[src/rtl/fkey_dec.sv]
// Decodes 32-bit ordered integer keys back to IEEE-754 single-precision words; 2-cycle latency.
// Valid/ready on both sides; each stage advances when empty or draining, so it streams at full rate.
module fkey_dec #(
  parameter int CNT_W = 16
) (
  input  logic             clk,
  input  logic             rst,
  input  logic             in_valid,
  input  logic [31:0]      in_key,
  output logic             in_ready,
  output logic             out_valid,
  input  logic             out_ready,
  output logic [31:0]      out_data,
  output logic             out_zero,
  output logic             out_nan,
  output logic             out_bad,
  output logic [CNT_W-1:0] done_cnt
);

  typedef struct packed {
    logic [31:0] data;
    logic        zero;
    logic        nan;
    logic        bad;
  } res_t;

  logic        s1_full;
  logic [31:0] s1_key;
  logic        s2_full;
  res_t        s2_res;
  res_t        dec;
  logic        s2_take;
  logic        in_fire;
  logic        out_fire;

  // S2 can take a new entry when it is empty or its current one leaves this cycle.
  assign s2_take  = !s2_full || out_ready;
  assign in_ready = !s1_full || s2_take;
  assign in_fire  = in_valid && in_ready;
  assign out_fire = s2_full && out_ready;

  always_comb begin
    dec      = '0;
    dec.bad  = (s1_key == 32'h7FFF_FFFF);
    if (s1_key[31]) begin
      dec.data = {1'b0, s1_key[30:0]};
    end else begin
      dec.data = {1'b1, ~s1_key[30:0]};
    end
    dec.zero = (dec.data[30:0] == 31'd0);
    dec.nan  = (&dec.data[30:23]) && (|dec.data[22:0]);
  end

  always_ff @(posedge clk) begin
    if (rst) begin
      s1_full  <= 1'b0;
      s1_key   <= '0;
      s2_full  <= 1'b0;
      s2_res   <= '0;
      done_cnt <= '0;
    end else begin
      if (in_ready) begin
        s1_full <= in_valid;
      end
      if (in_fire) begin
        s1_key <= in_key;
      end
      if (s2_take) begin
        s2_full <= s1_full;
      end
      // Result registers only change on a load so a stalled output stays put.
      if (s2_take && s1_full) begin
        s2_res <= dec;
      end
      if (out_fire) begin
        done_cnt <= done_cnt + CNT_W'(1);
      end
    end
  end

  assign out_valid = s2_full;
  assign out_data  = s2_res.data;
  assign out_zero  = s2_res.zero;
  assign out_nan   = s2_res.nan;
  assign out_bad   = s2_res.bad;

endmodule

[config.mk]
export PLATFORM = sky130hd
export DESIGN_NAME = fkey_dec
export DESIGN_NICKNAME = d
export VERILOG_FILES = /design/src/rtl/fkey_dec.sv
export SDC_FILE = /design/constraint.sdc
export NUM_CORES = 1
export LEC_CHECK = 0
export ABC_AREA = 1
export BUFFER_PORTS_ARGS = -buffer_cell sky130_fd_sc_hd__clkbuf_2
export CORE_MARGIN = 2
export CORE_UTILIZATION = 40
export DETAILED_ROUTE_END_ITERATION = 10
export PLACE_DENSITY = 0.64
export SYNTH_ARGS = -nofsm -noshare
export SYNTH_HDL_FRONTEND = slang
export SYNTH_SLANG_ARGS = --single-unit
[constraint.sdc]
create_clock -name clk -period 2.7 [get_ports clk]
set_clock_uncertainty 0.05 [all_clocks]
set_input_delay 0.405 -clock clk [delete_from_list [all_inputs] [get_ports clk]]
set_output_delay 0.405 -clock clk [all_outputs]
set_load 0.05 [all_outputs]
# Word level (Yosys, flattened, before mapping)
# Cells that the tools add are included.
dict set report word_totals {
  latchBits 0
  mem_bits_rw 0
  register_bits 85
  memories 0
  rom_bits 0
}
dict set report classes {
  n_div 0
  reduce_logical 11
  addsub 1
  n_lt_le_gt_ge 0
  muxes 1
  shifts 0
  n_bitwise 1
  n_mul 0
  n_eq_ne 1
}
# op count
set op_table {}
lappend op_table {{$eq A32 B31 Y1 const B} 1}
lappend op_table {{$mux W32} 1}
lappend op_table {{$logic_not A31 Y1} 1}
lappend op_table {{$not A31 Y31} 1}
lappend op_table {{$reduce_or A23 Y1} 1}
lappend op_table {{$add A16 B1 Y16 const B} 1}
lappend op_table {{$reduce_and A8 Y1} 1}
lappend op_table {{$logic_and A1 B1 Y1} 4}
lappend op_table {{$logic_not A1 Y1} 2}
lappend op_table {{$logic_or A1 B1 Y1} 2}

# Longest topological paths before layout
dict set report logic_depth {
  depth_word 4
  mapped_depth 12
  ltp_nobuf 10
}

# Worst setup path after synthesis
# Ideal clock, no wire load.
dict set report synth_timing {
  path_type {flip-flop to flip-flop}
  from {register s2_full, in the netlist out_valid}
  to {register s1_full}
  path_stages_with_launch 6
  required_ns 2.508
  t_arrival_ns 1.939
  path_buffers 2
  setup_slack_ns 0.569
  cell_sequence {dfxtp_1 -> nand3_1 -> nand2_1 -> buf_2 -> buf_2 -> a21oi_1}
}
dict set report synth_via {
  elab_chain_len 3
}
# item line
set synth_lines {}
lappend synth_lines {{from (decl)} 29} ;# logic s2_full;
lappend synth_lines {{from (signal assigned)} 69} ;# s2_full <= s1_full;
lappend synth_lines {{$logic_not A1 Y1} 37} ;# assign s2_take = !s2_full || out_ready;
lappend synth_lines {{$logic_or A1 B1 Y1} 37}
lappend synth_lines {{$logic_or A1 B1 Y1} 38} ;# assign in_ready = !s1_full || s2_take;
lappend synth_lines {{net in_ready} 10} ;# output logic in_ready,
lappend synth_lines {{to (signal assigned)} 63} ;# s1_full <= in_valid;
lappend synth_lines {{to (decl)} 27} ;# logic s1_full;
# The timed path passes the listed nets, and every way through them passes these cells.
# A chain may end at the register's enable or synchronous reset.

# Worst setup path after layout
dict set report layout_timing {
  from {register s1_key[31]}
  to {register s2_res (netlist bit out_nan)}
}
dict set report layout_via {
  elab_chain_len 3
  elab_cells_between_ends 4
  cone_classes {mux (1); reduce/logical (3)}
}
# item line
set layout_lines {}
lappend layout_lines {{from (decl)} 28} ;# logic [31:0] s1_key;
lappend layout_lines {{from (signal assigned)} 66} ;# s1_key <= in_key;
lappend layout_lines {{$mux W32 (*)} 45} ;# if (s1_key[31]) begin
lappend layout_lines {{$reduce_or A23 Y1 / $reduce_and A8 Y1 (equally long branches)} 51} ;# dec.nan = (&dec.data[30:23]) && (|dec.data[22:0]);
lappend layout_lines {{$logic_and A1 B1 Y1 (*)} 51}
lappend layout_lines {{to (signal assigned)} 59} ;# s2_res <= '0;
lappend layout_lines {{to (signal assigned)} 73} ;# s2_res <= dec;
lappend layout_lines {{to (decl)} 30} ;# res_t s2_res;
# Mark *: on every way between the ends. The rest lies on a longest branch, timed or not.

==> impl_results.md <==
- Run status: complete, no violations
- Core area: 0.00924 sq mm
- Starting density of the core: 41.2%
- Tightest Pin Transition: about 600 ps
- Fillcell total: about 940
- Post-synthesis register bit count: 85
- Row count: 35
- Unrepaired setup endpoints after global routing: false
- Diodes inserted: 0
- Proportion of netlist area held by the largest area contributor: between 40% and 50%
- Placement Cell Area: approximately 0.0043 sq mm
- # Post-CTS Setup Buffers: 0
- Leakage component of the power: between 2 and 2.5 nW
- 1st-pass router iterations: 5
- Number of global-route vias before repair: 3192
- Yosys top cell by area: sky130_fd_sc_hd__dfxtp_1
- Die ar.: roughly 0.010 sq mm
- Clock Tree Buf Depth: 2
- # Max-Cap Violations: 0
- Cell types with the highest counts after synthesis: sky130_fd_sc_hd__nand2_1, sky130_fd_sc_hd__dfxtp_1, sky130_fd_sc_hd__a21oi_1
- All-Layer GR Usage: a little under a fifth
- First-pass GRT wire length: 14900 um
- Routed via count: 3646
- Height of the chip: between 100 and 150 um
- Latest clock arrival within the worst-skew pair: about 350 ps
- Synthesized area per cell: 7.09 sq um
- Endpoint class of the critical path: flop
- Combined area of the multi-input logic cells: between 0.0015 and 0.002 sq mm
- Final estimated routing congestion in global placement: around 0.9
- Number of nets in the layout: between 600 and 700
- CP Data Required Time: around 2900 ps
- Number of buffer cells added on primary ports: between 80 and 90
- Overall power: between 2 and 3 mW
- Post-synth EDFFs: 0
- Number of unique standard cell types used by synthesis: 33
- Maximum number of pins on one net before global-route repair: between 50 and 60
- Library cell with the highest instance count after synthesis: sky130_fd_sc_hd__nand2_1
- Summed instance area of the synthesized netlist: about 0.0038 sq mm
- Basic-gate share of the synthesized area counting and, or, nand and nor cells: approximately a quarter
- Cell count after synthesis: 537
- Mean routed wirelength per cell: 12.2 um
- Hold violation count in the final report: 0
- Critical Path AT: 2180 ps
- Number of design-rule violations left by the first detailed-router iteration: between 150 and 200
- Most used DFF post-synth: sky130_fd_sc_hd__dfxtp_1
- Post-synthesis sequential area ratio: between 40% and 50%
- Resized cells post-CTS: 0
- Proportion of register bits with asynchronous set or reset after synthesis: 0%
- WL final: 9100 um
- GR Layer Usage met3: about 3.4%
- Xor and xnor fraction of the mapped netlist area: under 10%
- Number of antenna violations at the first check in global routing: 0
- Dpl hpwl: ~6800 um
- Type of the setup path with the least slack: flop to flop
- Number of buffers created by CTS: 9
- Slew margin rel.: 60.0%
- Worst voltage drop across the vdd grid: roughly 0.31 mV
- Crit start category: flop
- Timing-limited maximum frequency: 497 MHz
- Accumulated negative setup slack: 0 ps
- Top cells by area, synth: sky130_fd_sc_hd__dfxtp_1, sky130_fd_sc_hd__nand2_1, sky130_fd_sc_hd__a21oi_1
- Count of antenna-violating nets left after detailed routing: 0
- Met2 Use GR: between 20% and 30%
- Clock slew seen by the registers of the worst setup and hold paths: 90 ps
- Root buffer selected by CTS: sky130_fd_sc_hd__clkbuf_8
- Share of synthesized cell area in full adder, half adder and majority cells: 0.657%
- Fraction of layout cells with a size suffix above 1: about a fifth
- GR Overflow Total: 0
- Number of design rule violations left after detail routing: 0
- Layout-stage area growth over the synthesis result: 17.8%
- Global routing met1 resource utilization: 25.9%
- Ports: 89
- Max Slew Vio Count: 0
- Final Core Density: 48.6%
- Busiest metal layer after global routing: met2
- Sink Count: 85
- Synthesis Warnings: 0
- Post-Route Hold Slack: between 200 and 300 ps
- Cts-stage hold buffer count: 0
- Setup-failing EPs final: 0
- Fraction of the mapped netlist area in compound gates: 19.2%
- Maximum fanout along the worst path: 23
- Main combinational cell family by area after synthesis: simple AND/OR/NAND/NOR gates
- Depth of the CTS H-tree: 3
- Portion of netlist area occupied by mux cells: 0%
- Net count after synthesis: around 580
- TritonCTS clock tree: built
- Power per Cell Area: between 600 and 700 mW/mm^2
- Horizontal die dimension: 102 um
- Hold Path Class: primary input to flop
- Ratio of routed vias to standard cells: 4.87
- Area occupied by registers: 0.00170 sq mm
- Fin crit share: between 70% and 80%
- Final min period: ~2000 ps
- Final cell area excluding filler cells: about 0.0045 sq mm
worst max-delay path, stage by stage, from the launching register on:
cell and delay (ps):
sky130_fd_sc_hd__dfxtp_1 710, sky130_fd_sc_hd__buf_4 390, sky130_fd_sc_hd__nand2_1 90, sky130_fd_sc_hd__nand2_1 130, sky130_fd_sc_hd__nand2_1 90, sky130_fd_sc_hd__inv_1 60, sky130_fd_sc_hd__nand2_1 40, sky130_fd_sc_hd__nor2_1 120
sky130_fd_sc_hd__nand3_1 90, sky130_fd_sc_hd__nand2_1 70, sky130_fd_sc_hd__a21oi_1 50
metrics by stage:
stage | worst slack, ps | cells
floorplan | 569 | 537
finish | 689 | 748
CTS | 733 | 748
global route | 468 | 748
global placement | 789 | 732
detailed placement | 732 | 732
routing by layer:
| metal | up-vias | routed length [um] |
|---|---|---|
| met3 | 8 | 491 |
| met2 | 99 | 4020 |
| met5 | - | 0 |
| met4 | 0 | 108 |
| li1 | 1898 | - |
| met1 | 1641 | 4470 |
sequential cells by signal, summed over array words and instances, names as in the netlist:
| name | cells |
|---|---|
| done_cnt | 16 |
| s1_key | 32 |
| s1_full | 1 |
| out_valid | 1 |
| out_nan | 1 |
| out_bad | 1 |
| out_data | 32 |
| out_zero | 1 |
where the power goes:
part | switching [mW] | internal, mW
clock | 0.459 | 0.455
combinational | 0.359 | 0.137
sequential | 0.0554 | 1.33
total | 0.873 | 1.92
final cells by class:
cell class | count | area share (%)
inverter | 51 | 4.38
clock buffer | 11 | 3.15
tap | 129 | 3.60
clock inverter | 5 | 1.34
multi-input combinational | 372 | 38.6
timing repair buffer | 95 | 11.0
sequential | 85 | 37.9
placed cells by master, fill, tap and decap left out, drive strengths merged:
master      n
nand2     141
clkinv      4
o21a        3
nand3b      1
bufinv      1
nor3b       1
o21ai      65
nor4        1
dfxtp      85
xor2        1
ha          2
clkbuf     99
buf         7
nand4       8
a21oi      66
and3        2
nor3        8
xnor2       6
nand3       6
nor2       54
clkinvlp    1
o221a       1
a31oi       6
inv        50
cells by family (layout without fill, tap and decap cells):
| group | after synthesis | count (layout) |
|---|---|---|
| AND/OR/NAND/NOR | 222 | 222 |
| buffers and inverters | 80 | 162 |
| XOR/XNOR | 7 | 7 |
| flip-flops | 85 | 85 |
| adder cells (fa/ha/maj) | 2 | 2 |
| AO/OA/AOI/OAI | 141 | 141 |
path summary, 6_finish.rpt:
kind                    from         end  slack [ps]  cells after the start
setup / recovery  s1_key[31]     out_nan         690                     10
hold / removal    in_key[26]  s1_key[26]         260                      3
setup reg to reg  s1_key[31]     out_nan         690                     10
hold reg to reg      out_nan     out_nan         410                      2
No activity file was read; power rests on OpenSTA's default activity.
